<file path="config.mk">
export PLATFORM = sky130hd
export DESIGN_NAME = crc32_stream_arbiter
export DESIGN_NICKNAME = d
export VERILOG_FILES = /design/src/rtl/crc32_arb_pkg.sv /design/src/rtl/crc32_rr_pick.sv /design/src/rtl/crc32_stream_arbiter.sv
export SDC_FILE = /design/constraint.sdc
export NUM_CORES = 1
export LEC_CHECK = 0
export ABC_AREA = 1
export CAP_MARGIN = 20
export CORE_AREA = 3 3 261 263
export DETAILED_ROUTE_END_ITERATION = 10
export DIE_AREA = 0 0 264 266
export GPL_ROUTABILITY_DRIVEN = 1
export GPL_TIMING_DRIVEN = 0
export PLACE_DENSITY_LB_ADDON = 0.25
export SLEW_MARGIN = 25
export SYNTH_ARGS = -nofsm -noshare
export SYNTH_HDL_FRONTEND = slang
export SYNTH_SLANG_ARGS = --single-unit
</file>
<file path="constraint.sdc">
create_clock -name clk -period 3.1 [get_ports clk]
set_input_delay 0.31 -clock clk [delete_from_list [all_inputs] [get_ports clk]]
set_output_delay 0.31 -clock clk [all_outputs]
set_load 0.005 [all_outputs]
</file>
<file path="src/rtl/crc32_arb_pkg.sv">
// ----------------------------------------------------------------------------
// crc32_arb_pkg
// Shared constants and types for the CRC32 stream arbiter slice.
//   CRC_W / CRC_INIT_DEFAULT : CRC seed width and the reset seed value
//   DEF_*                    : default parameter values for the arbiter
//   arb_state_e              : packet-level arbiter FSM state
// ----------------------------------------------------------------------------
package crc32_arb_pkg;

    localparam int unsigned       CRC_W            = 32;
    localparam logic [CRC_W-1:0]  CRC_INIT_DEFAULT = 32'hFFFF_FFFF;

    localparam int unsigned DEF_N_PORTS = 4;
    localparam int unsigned DEF_ID_W    = 2;
    localparam int unsigned DEF_DATA_W  = 64;

    typedef enum logic [0:0] {
        ST_IDLE = 1'b0,
        ST_BUSY = 1'b1
    } arb_state_e;

endpackage

</file>
<file path="src/rtl/crc32_rr_pick.sv">
// ----------------------------------------------------------------------------
// crc32_rr_pick
// Combinational rotate-priority picker. Searches req upward starting at
// (last+1) mod N_PORTS, wrapping, and returns the first requester found.
//   req   : per-port request mask
//   last  : previously granted port (lowest priority this round)
//   found : at least one request is present
//   pick  : chosen port (equals last when nothing is found)
// ----------------------------------------------------------------------------
module crc32_rr_pick
    import crc32_arb_pkg::*;
#(
    parameter int unsigned N_PORTS = DEF_N_PORTS,
    parameter int unsigned ID_W    = DEF_ID_W
) (
    input  logic [N_PORTS-1:0] req,
    input  logic [ID_W-1:0]    last,
    output logic               found,
    output logic [ID_W-1:0]    pick
);

    // Request mask padded to the full index range so any ID_W index is legal.
    localparam int unsigned REQ_EXT_W = 1 << ID_W;

    logic [REQ_EXT_W-1:0] w_req_ext;
    logic [ID_W-1:0]      w_idx;

    assign w_req_ext = REQ_EXT_W'(req);

    // Walk from farthest to nearest so the nearest requester wins the last write.
    always_comb begin
        found = 1'b0;
        pick  = last;
        w_idx = '0;
        for (int i = int'(N_PORTS); i >= 1; i--) begin
            w_idx = ID_W'((int'(last) + i) % int'(N_PORTS));
            if (w_req_ext[w_idx]) begin
                found = 1'b1;
                pick  = w_idx;
            end
        end
    end

endmodule

</file>
<file path="src/rtl/crc32_stream_arbiter.sv">
// ----------------------------------------------------------------------------
// crc32_stream_arbiter
// Packet-granular round-robin arbiter sharing one CRC32 pipeline between
// N_PORTS AXI4-Stream requesters. Whole packets are forwarded without
// interleaving, every beat is tagged with its source port, and the granted
// port's CRC seed is held on m_crc_init for the whole packet.
//
// Ports:
//   clk, rst_n                      clock, asynchronous active-low reset
//   s_axis_t{data,keep,valid,last}  per-port requester streams (port p = slice p)
//   s_axis_tready                   per-port ready, only the granted port sees it
//   port_crc_init                   per-port CRC seeds
//   m_axis_t{data,keep,valid,last,id}, m_axis_tready
//                                   registered stream towards the CRC pipeline
//   m_crc_init                      seed of the granted port
//   grant_active, grant_id          packet in progress / current-or-last grant
//   pkt_count                       per-port completed-packet counters
//
// Build option: define CRC32_ARB_STATS_EN to build the per-port packet
// counters; otherwise pkt_count is tied to zero and no counter flops exist.
// ----------------------------------------------------------------------------
module crc32_stream_arbiter
    import crc32_arb_pkg::*;
#(
    parameter int unsigned N_PORTS = DEF_N_PORTS,
    parameter int unsigned ID_W    = DEF_ID_W,
    parameter int unsigned DATA_W  = DEF_DATA_W
) (
    input  logic                          clk,
    input  logic                          rst_n,

    input  logic [N_PORTS*DATA_W-1:0]     s_axis_tdata,
    input  logic [N_PORTS*(DATA_W/8)-1:0] s_axis_tkeep,
    input  logic [N_PORTS-1:0]            s_axis_tvalid,
    input  logic [N_PORTS-1:0]            s_axis_tlast,
    output logic [N_PORTS-1:0]            s_axis_tready,
    input  logic [N_PORTS*32-1:0]         port_crc_init,

    output logic [DATA_W-1:0]             m_axis_tdata,
    output logic [(DATA_W/8)-1:0]         m_axis_tkeep,
    output logic                          m_axis_tvalid,
    output logic                          m_axis_tlast,
    output logic [ID_W-1:0]               m_axis_tid,
    input  logic                          m_axis_tready,
    output logic [31:0]                   m_crc_init,

    output logic                          grant_active,
    output logic [ID_W-1:0]               grant_id,
    output logic [N_PORTS*32-1:0]         pkt_count
);

    localparam int unsigned KEEP_W     = DATA_W / 8;
    localparam int unsigned PORT_EXT_W = 1 << ID_W;

    arb_state_e            r_state;
    arb_state_e            w_state_nxt;

    logic [ID_W-1:0]       r_grant_id;
    logic [CRC_W-1:0]      r_crc_init;

    logic                  r_m_tvalid;
    logic                  r_m_tlast;
    logic [DATA_W-1:0]     r_m_tdata;
    logic [KEEP_W-1:0]     r_m_tkeep;
    logic [ID_W-1:0]       r_m_tid;

    logic                  w_found;
    logic [ID_W-1:0]       w_pick;
    logic                  w_out_ready;
    logic                  w_accept;
    logic                  w_load_grant;
    logic [PORT_EXT_W-1:0] w_tready_ext;

    logic [PORT_EXT_W-1:0] w_valid_ext;
    logic [PORT_EXT_W-1:0] w_last_ext;
    logic [DATA_W-1:0]     w_data [PORT_EXT_W];
    logic [KEEP_W-1:0]     w_keep [PORT_EXT_W];
    logic [CRC_W-1:0]      w_crc  [PORT_EXT_W];

    logic                  w_g_valid;
    logic                  w_g_last;

    // Unpack the flat per-port buses; entries beyond N_PORTS read as zero.
    for (genvar p = 0; p < int'(PORT_EXT_W); p++) begin : g_unpack
        if (p < int'(N_PORTS)) begin : g_real
            assign w_data[p] = s_axis_tdata[p*DATA_W +: DATA_W];
            assign w_keep[p] = s_axis_tkeep[p*KEEP_W +: KEEP_W];
            assign w_crc[p]  = port_crc_init[p*CRC_W +: CRC_W];
        end else begin : g_pad
            assign w_data[p] = '0;
            assign w_keep[p] = '0;
            assign w_crc[p]  = '0;
        end
    end

    assign w_valid_ext = PORT_EXT_W'(s_axis_tvalid);
    assign w_last_ext  = PORT_EXT_W'(s_axis_tlast);
    assign w_g_valid   = w_valid_ext[r_grant_id];
    assign w_g_last    = w_last_ext[r_grant_id];

    // Output register can take a new beat when empty or draining this cycle.
    assign w_out_ready = !r_m_tvalid || m_axis_tready;

    crc32_rr_pick #(
        .N_PORTS (N_PORTS),
        .ID_W    (ID_W)
    ) u_pick (
        .req   (s_axis_tvalid),
        .last  (r_grant_id),
        .found (w_found),
        .pick  (w_pick)
    );

    // FSM state register.
    always_ff @(posedge clk or negedge rst_n) begin
        if (!rst_n) begin
            r_state <= ST_IDLE;
        end else begin
            r_state <= w_state_nxt;
        end
    end

    // FSM next-state logic.
    always_comb begin
        w_state_nxt = r_state;
        case (r_state)
            ST_IDLE: begin
                if (w_found) begin
                    w_state_nxt = ST_BUSY;
                end
            end
            ST_BUSY: begin
                if (w_accept && w_g_last) begin
                    w_state_nxt = ST_IDLE;
                end
            end
            default: w_state_nxt = ST_IDLE;
        endcase
    end

    // FSM outputs: grant load in IDLE, ready/accept for the granted port in BUSY.
    always_comb begin
        w_tready_ext = '0;
        w_accept     = 1'b0;
        w_load_grant = 1'b0;
        case (r_state)
            ST_IDLE: begin
                w_load_grant = w_found;
            end
            ST_BUSY: begin
                w_tready_ext[r_grant_id] = w_out_ready;
                w_accept                 = w_out_ready && w_g_valid;
            end
            default: begin
                w_accept = 1'b0;
            end
        endcase
    end

    assign s_axis_tready = w_tready_ext[N_PORTS-1:0];

    // Grant and seed registers: updated only when a new packet is granted.
    always_ff @(posedge clk or negedge rst_n) begin
        if (!rst_n) begin
            r_grant_id <= ID_W'(N_PORTS - 1);
            r_crc_init <= CRC_INIT_DEFAULT;
        end else if (w_load_grant) begin
            r_grant_id <= w_pick;
            r_crc_init <= w_crc[w_pick];
        end
    end

    // Output stage: loads on accept, otherwise empties once the sink takes it.
    always_ff @(posedge clk or negedge rst_n) begin
        if (!rst_n) begin
            r_m_tvalid <= 1'b0;
            r_m_tlast  <= 1'b0;
            r_m_tdata  <= '0;
            r_m_tkeep  <= '0;
            r_m_tid    <= '0;
        end else if (w_accept) begin
            r_m_tvalid <= 1'b1;
            r_m_tlast  <= w_g_last;
            r_m_tdata  <= w_data[r_grant_id];
            r_m_tkeep  <= w_keep[r_grant_id];
            r_m_tid    <= r_grant_id;
        end else if (m_axis_tready) begin
            r_m_tvalid <= 1'b0;
        end
    end

`ifdef CRC32_ARB_STATS_EN
    // Per-port counters of accepted tlast beats, wrapping at 2^32.
    for (genvar p = 0; p < int'(N_PORTS); p++) begin : g_cnt
        logic [CRC_W-1:0] r_cnt;
        always_ff @(posedge clk or negedge rst_n) begin
            if (!rst_n) begin
                r_cnt <= '0;
            end else if (w_accept && w_g_last && (r_grant_id == ID_W'(p))) begin
                r_cnt <= r_cnt + CRC_W'(1);
            end
        end
        assign pkt_count[p*CRC_W +: CRC_W] = r_cnt;
    end
`else
    assign pkt_count = '0;
`endif

    assign m_axis_tdata  = r_m_tdata;
    assign m_axis_tkeep  = r_m_tkeep;
    assign m_axis_tvalid = r_m_tvalid;
    assign m_axis_tlast  = r_m_tlast;
    assign m_axis_tid    = r_m_tid;
    assign m_crc_init    = r_crc_init;
    assign grant_active  = (r_state == ST_BUSY);
    assign grant_id      = r_grant_id;

endmodule

</file>
Word-level counts from Yosys, hierarchy flattened --
Index checks and enable logic that the tools add are counted.
Word-level totals: latch bits 0, memories 0, bits in read-only memories 0, register bits after elaboration 111, input bits 427, logic and storage cells 69, output and inout port bits 243, bits in writable memories 0
Operators by class: shift-type cells 0, reductions and logical operators 6, mux-type cells 39, add/subtract/negate cells 4, order comparisons 8, $mul 0, bitwise logic cells 4, div/mod/pow operators 0, eq/ne operators 0
Operators by type and width (count):
- 64-bit binary-select mux with 2-bit select | 1
- 64-bit 2-to-1 mux | 2
- 32-bit binary-select mux with 2-bit select | 1
- 32-bit 2-to-1 mux | 2
- 1-bit 2-to-1 mux | 17
- 8-bit binary-select mux with 2-bit select | 1
- 8-bit 2-to-1 mux | 2
- 2-bit by 3-bit less-than comparator with 1-bit output, second input constant | 5
- 1-bit binary-select mux with 2-bit select | 6
- 2-bit 2-to-1 mux | 4
- 3-bit greater-or-equal comparator, second input constant | 2
- 2-bit NOT with 3-bit output | 2
- 2-bit by 1-bit adder with 2-bit output, second input constant | 2
- 2-bit adder, second input constant | 2
- 4-bit bitwise AND | 1
- 4-bit 2-to-1 mux | 1
- 1-bit logical AND | 3
- 1-bit demux with 2-bit select | 1
- 2-bit by 1-bit greater-or-equal comparator with 1-bit output, second input constant | 1
- 1-bit case mux with 2 select lines | 1
- 2-bit nonzero test | 1
- 1-bit zero test | 1
- 1-bit logical OR | 1
- 1-bit NOT | 1

Logic depth before layout (Yosys ltp) --
word-level depth 11, mapped depth 19, mapped depth without buffers 14

Cells and area by module --
Synthesis repeated with hierarchy kept, for this count alone.
Second synthesis, totals: cells, all modules 1261, area, all modules 8654.6 µm²
Modules (own cells, without submodules):
- crc32_stream_arbiter | seq. area each 2820.2 µm², area each 8440.6 µm², cells each 1215, instances 1
- crc32_rr_pick | seq. area each 0.0 µm², area each 214.0 µm², cells each 46, instances 1

Worst setup path after synthesis --
Ideal clock, no wire load.
kind flip-flop to flip-flop, start register r_grant_id[0], in the netlist grant_id[0], end register r_crc_init[26], in the netlist m_crc_init[26], period minus slack after synthesis 2.621 ns, data required time 3.024 ns, stages on the path, launching flop included 20, path slack 0.479 ns, buffers on the path 5, arrival time 2.545 ns, setup time 0.076 ns, path through dfstp_2 > buf_4 > inv_4 > clkbuf_1 > clkbuf_1 > ha_1 > inv_1 > nand3_1 > nand2_1 > inv_2 > nand2_1 > nand3_4 > nand2_2 > buf_6 > buf_6 > nand2_1 > nand3_1 > nand2_1 > nand2_1 > nand2_1
On the way: longest elaborated chain between the ends 11
RTL lines:
- start: declaration | RTL line crc32_stream_arbiter.sv:58 | logic [ID_W-1:0] r_grant_id;
- start signal: assignment | RTL line crc32_stream_arbiter.sv:165 | r_grant_id <= ID_W'(N_PORTS - 1);
- start signal: assignment | RTL line crc32_stream_arbiter.sv:168 | r_grant_id <= w_pick;
- 2-bit by 1-bit adder with 2-bit output | RTL line crc32_rr_pick.sv:36 | w_idx = ID_W'((int'(last) + i) % int'(N_PORTS));
- 1-bit binary-select mux with 2-bit select | RTL line crc32_rr_pick.sv:37 | if (w_req_ext[w_idx]) begin
- 1-bit 2-to-1 mux (not written as such) | RTL line crc32_rr_pick.sv:37
- 2-bit 2-to-1 mux (4 in a row) | RTL line crc32_rr_pick.sv:37
- 2-bit NOT with 3-bit output (not written as such) | RTL line crc32_stream_arbiter.sv:169 | r_crc_init <= w_crc[w_pick];
- 32-bit binary-select mux with 2-bit select | RTL line crc32_stream_arbiter.sv:169
- 32-bit 2-to-1 mux (not written as such) (2 in a row) | RTL line crc32_stream_arbiter.sv:169
- end signal: assignment | RTL line crc32_stream_arbiter.sv:169
- end: declaration | RTL line crc32_stream_arbiter.sv:59 | logic [CRC_W-1:0] r_crc_init;
Several ways; a longest one is shown, not always the timed one. The select of a mux whose other input is x is not followed. A chain may end at the register's enable or synchronous reset.

Worst setup path after layout --
start register r_grant_id[1], in the netlist grant_id[1], end register r_m_tkeep[5], in the netlist m_axis_tkeep[5]
On the way: longest elaborated chain between the ends 4
RTL lines:
- 1-bit binary-select mux with 2-bit select or 2-bit NOT with 3-bit output (tied branches) | RTL line crc32_stream_arbiter.sv:98, crc32_stream_arbiter.sv:185
- 1-bit 2-to-1 mux (not written as such) or 8-bit binary-select mux with 2-bit select (tied branches) | RTL line crc32_stream_arbiter.sv:98, crc32_stream_arbiter.sv:185
- 1-bit logical AND or 8-bit 2-to-1 mux (tied branches) | RTL line crc32_stream_arbiter.sv:152, crc32_stream_arbiter.sv:185
- 1-bit 2-to-1 mux or 8-bit 2-to-1 mux (tied branches) | RTL line crc32_stream_arbiter.sv:146, crc32_stream_arbiter.sv:185
- end signal: assignment | RTL line crc32_stream_arbiter.sv:185 | r_m_tkeep <= w_keep[r_grant_id];
- end: declaration | RTL line crc32_stream_arbiter.sv:64 | logic [KEEP_W-1:0] r_m_tkeep;
Several ways; a longest one is shown, not always the timed one. The select of a mux whose other input is x is not followed.

==> results.json <==
{
  "outcome": "finished clean",
  "cts-htree-levels": 3,
  "global_route.overflow_total": 0,
  "required_ns": 3.43,
  "total_placed_cells_including_tap_cells": 2973,
  "cell_count_after_synthesis": 1440,
  "rsz0062_at_grt": "false",
  "yosys_warnings": 0,
  "synth_cell_types": 22,
  "register_area_um2": 2820,
  "dominantRegCellSynth": "sky130_fd_sc_hd__dfrtp_1",
  "drcViolationCount": 0,
  "end_kind": "flop",
  "max_slew_margin_vs_limit_pct": 34.2,
  "ys_async_sr_fraction_pct": 100,
  "critPathSlowestCell": "sky130_fd_sc_hd__dfstp_4",
  "synth_area_per_cell_um2": 6.22,
  "maxSlewViolCount": 0,
  "final_period_minus_worst_setup_slack_ns": 2.90,
  "buffer_ports.inserted": 541,
  "finish.net_count": 2558,
  "post-route-util_pct": 25.1,
  "final.setup_skew_ns": 0.0126,
  "max-cap-violations": 0,
  "final_cell_count_no_fill": 2997,
  "timing.critical_path.arrival_ns": 3.24,
  "ys_seq_elements": 111,
  "wl_um": 58200,
  "viasPerCell": 3.89,
  "crit_fanout": 10,
  "tritoncts_num_sinks": 111,
  "filler_cell_count": 7422,
  "floorplan.die_area_um2": 70200,
  "tightestPinTransition_ns": 0.987,
  "synth_edf_count": 0,
  "timing.setup.critical_path_class": "reg2reg",
  "start_util_pct": 13.6,
  "globalRouteTotalUtil_pct": 15.9,
  "vdd_ir_drop_max_mv": 0.479,
  "drt_pass1_iterations": 5,
  "grt_max_degree": 68,
  "floorplan.io_pins": 670,
  "ctsLongestPathBuffers": 2,
  "timing.final.crit_share_pct": 93.6,
  "achievable-frequency_mhz": 345,
  "power_density_nw_per_um2": 980,
  "drt_iter0_drc": 698,
  "antenna_found_initial": 2,
  "grt_pass1_vias": 11998,
  "die_h_um": 266,
  "worstPathCellList": "buf_4 -> clkbuf_1 -> clkbuf_1 -> o21ai_0 -> o22ai_1 -> nand2_1 -> nand2_1",
  "hold-worst-slack_ns": 0.394,
  "reg2reg_to": "m_axis_tkeep[5]",
  "worst_min_path_class": "in2async",
  "fin_total_pwr_uw": 16200,
  "endpoints_failing_setup": 0,
  "flow.area_growth_from_synthesis_pct": 84.5,
  "r2r_cells": 7,
  "placeableCoreArea_um2": 65900,
  "dr_total_vias": 11664,
  "die_width_um": 264,
  "timing.rr.start": "grant_id[1]",
  "rows": 94,
  "worst_path_largest_cell_delay_ns": 0.69,
  "wl_per_cell_um": 19.4,
  "clk_latency_ns": 0.39,
  "combined_area_of_the_multi_input_logic_cells_um2": 4770,
  "tritoncts.num_buffers": 9,
  "critPathLaunchType": "flop",
  "register_to_register_setup_slack_ns": 0.20,
  "place.gp.congestion": 0.918,
  "place_hpwl_um": 47900,
  "ant_nets": 0,
  "synth.cell_area_um2": 8960,
  "hold_violations": 0,
  "path_clk_slew_ns": 0.09,
  "cts_root_buffer_type": "sky130_fd_sc_hd__clkbuf_16",
  "synth_sequential_area_ratio_pct": 31.5,
  "post_route_cells_drive_above_1_share_pct": 11.4,
  "tritoncts": "yes",
  "p_leak_uw": 0.00787,
  "global_route_wire_length_before_repair_um": 82500
}
metal layers:
metal	track usage, %	vias up	share of wire, %
met5	0	-	0
met3	4.28	46	7.5
met4	3.93	0	1.8
met2	27.8	533	49
met1	19.3	5413	41
li1	-	5672	-
registers in the layout, summed over array words and instances (netlist names):
signal / count
m_axis_tdata: 64
m_crc_init: 32
m_axis_tkeep: 8
grant_id: 2
m_axis_tid: 2
grant_active: 1
m_axis_tlast: 1
m_axis_tvalid: 1
cell type report:
class | instances | share of cell area (%)
well taps | 864 | 6.54
multi-input cells | 1092 | 28.9
plain buffers | 222 | 8.96
clock inverters | 7 | 0.545
repair buffers | 550 | 33.4
inverters | 141 | 3.24
clock buffers | 9 | 1.36
diodes | 1 | 0.0151
flip-flops and latches | 111 | 17.1
Yosys cell counts, types with 2 or more instances:
| cell | number | share of area (%) |
|---|---|---|
| sky130_fd_sc_hd__nand2_2 | 2 | 0.14 |
| sky130_fd_sc_hd__nor2_1 | 153 | 6.4 |
| sky130_fd_sc_hd__nand3_1 | 135 | 7.5 |
| sky130_fd_sc_hd__inv_2 | 2 | 0.084 |
| sky130_fd_sc_hd__clkbuf_1 | 66 | 2.8 |
| sky130_fd_sc_hd__buf_2 | 15 | 0.84 |
| sky130_fd_sc_hd__dfstp_2 | 34 | 10 |
| sky130_fd_sc_hd__o22ai_1 | 73 | 5.1 |
| sky130_fd_sc_hd__buf_1 | 9 | 0.38 |
| sky130_fd_sc_hd__ha_1 | 4 | 0.56 |
| sky130_fd_sc_hd__buf_6 | 5 | 0.63 |
| sky130_fd_sc_hd__nand2_1 | 441 | 18 |
| sky130_fd_sc_hd__inv_1 | 138 | 5.8 |
| sky130_fd_sc_hd__buf_4 | 129 | 11 |
| sky130_fd_sc_hd__o21ai_0 | 151 | 8.4 |
| sky130_fd_sc_hd__dfrtp_1 | 77 | 22 |
worst max-delay path, delay by kind of cell (launching register included):
kind                   cells  cell delay [ns]
AND/OR/NAND/NOR            2             0.16
buffers and inverters      3             1.38
AO/OA/AOI/OAI              2             0.62
flip-flops                 1             0.69
layout by cell type (no fill, tap or decap), drive strengths merged:
master / count
clkdlybuf4s50: 540
nand2: 443
buf: 164
nor2: 153
o21ai: 151
inv: 143
nand3: 138
conb: 128
dfrtp: 77
clkbuf: 76
o22ai: 73
dfstp: 34
ha: 4
clkinvlp: 3
diode: 1
a21oi: 1
o211ai: 1
clkinv: 1
bufinv: 1
dlygate4sd3: 1
how the worst max path moves through the flow:
stage	startpoint	endpoint	cells after the start
2_1_floorplan	grant_id[0]	m_crc_init[26]	19
4_1_cts	grant_id[0]	m_crc_init[2]	19
3_3_place_gp	rst_n	m_axis_tdata[60]	1
3_5_place_dp	grant_id[0]	m_crc_init[26]	17
5_1_grt	grant_id[0]	m_axis_tdata[26]	10
6_report	grant_id[1]	m_axis_tkeep[5]	7
stage by stage:
stage                     cell area (um2)  setup WS [ns]  TNS, ns
final                               16500          0.199        0
after global routing                16500         0.0129        0
after CTS                           16500         0.0233        0
after detailed placement            16000          -1.66   -55.56
after global placement              15900          -3.38  -372.65
after floorplan                      9430          0.479        0
logic make-up after synthesis:
kind of cell               Yosys count  synth area share, %
and+or+nand+nor                    733                 32.9
buffers and inverters              365                 21.4
AOI/OAI and AO/OA                  226                 13.7
DFF                                111                 31.5
adders and majority gates            4                0.559
other                                1               0.0419
power by group:
part / internal (uW) / leakage [uW] / switching (uW)
combinational: 4690 / 0.00642 / 7370
sequential: 2370 / 0.00131 / 426
clock: 649 / 0.000147 / 697
total: 7700 / 0.00787 / 8500
timing repair:
item / in CTS / in global routing
gates resized for setup: 50 / 15
buffers inserted: 6 / 1
cloned: 1 / 0
pin swaps: 2 / 3
endpoints found under the hold margin: 10 / 0
setup endpoints to repair: 39 / 33
hold buffers: 1 / 0
Power figures use the tool's default switching activity.
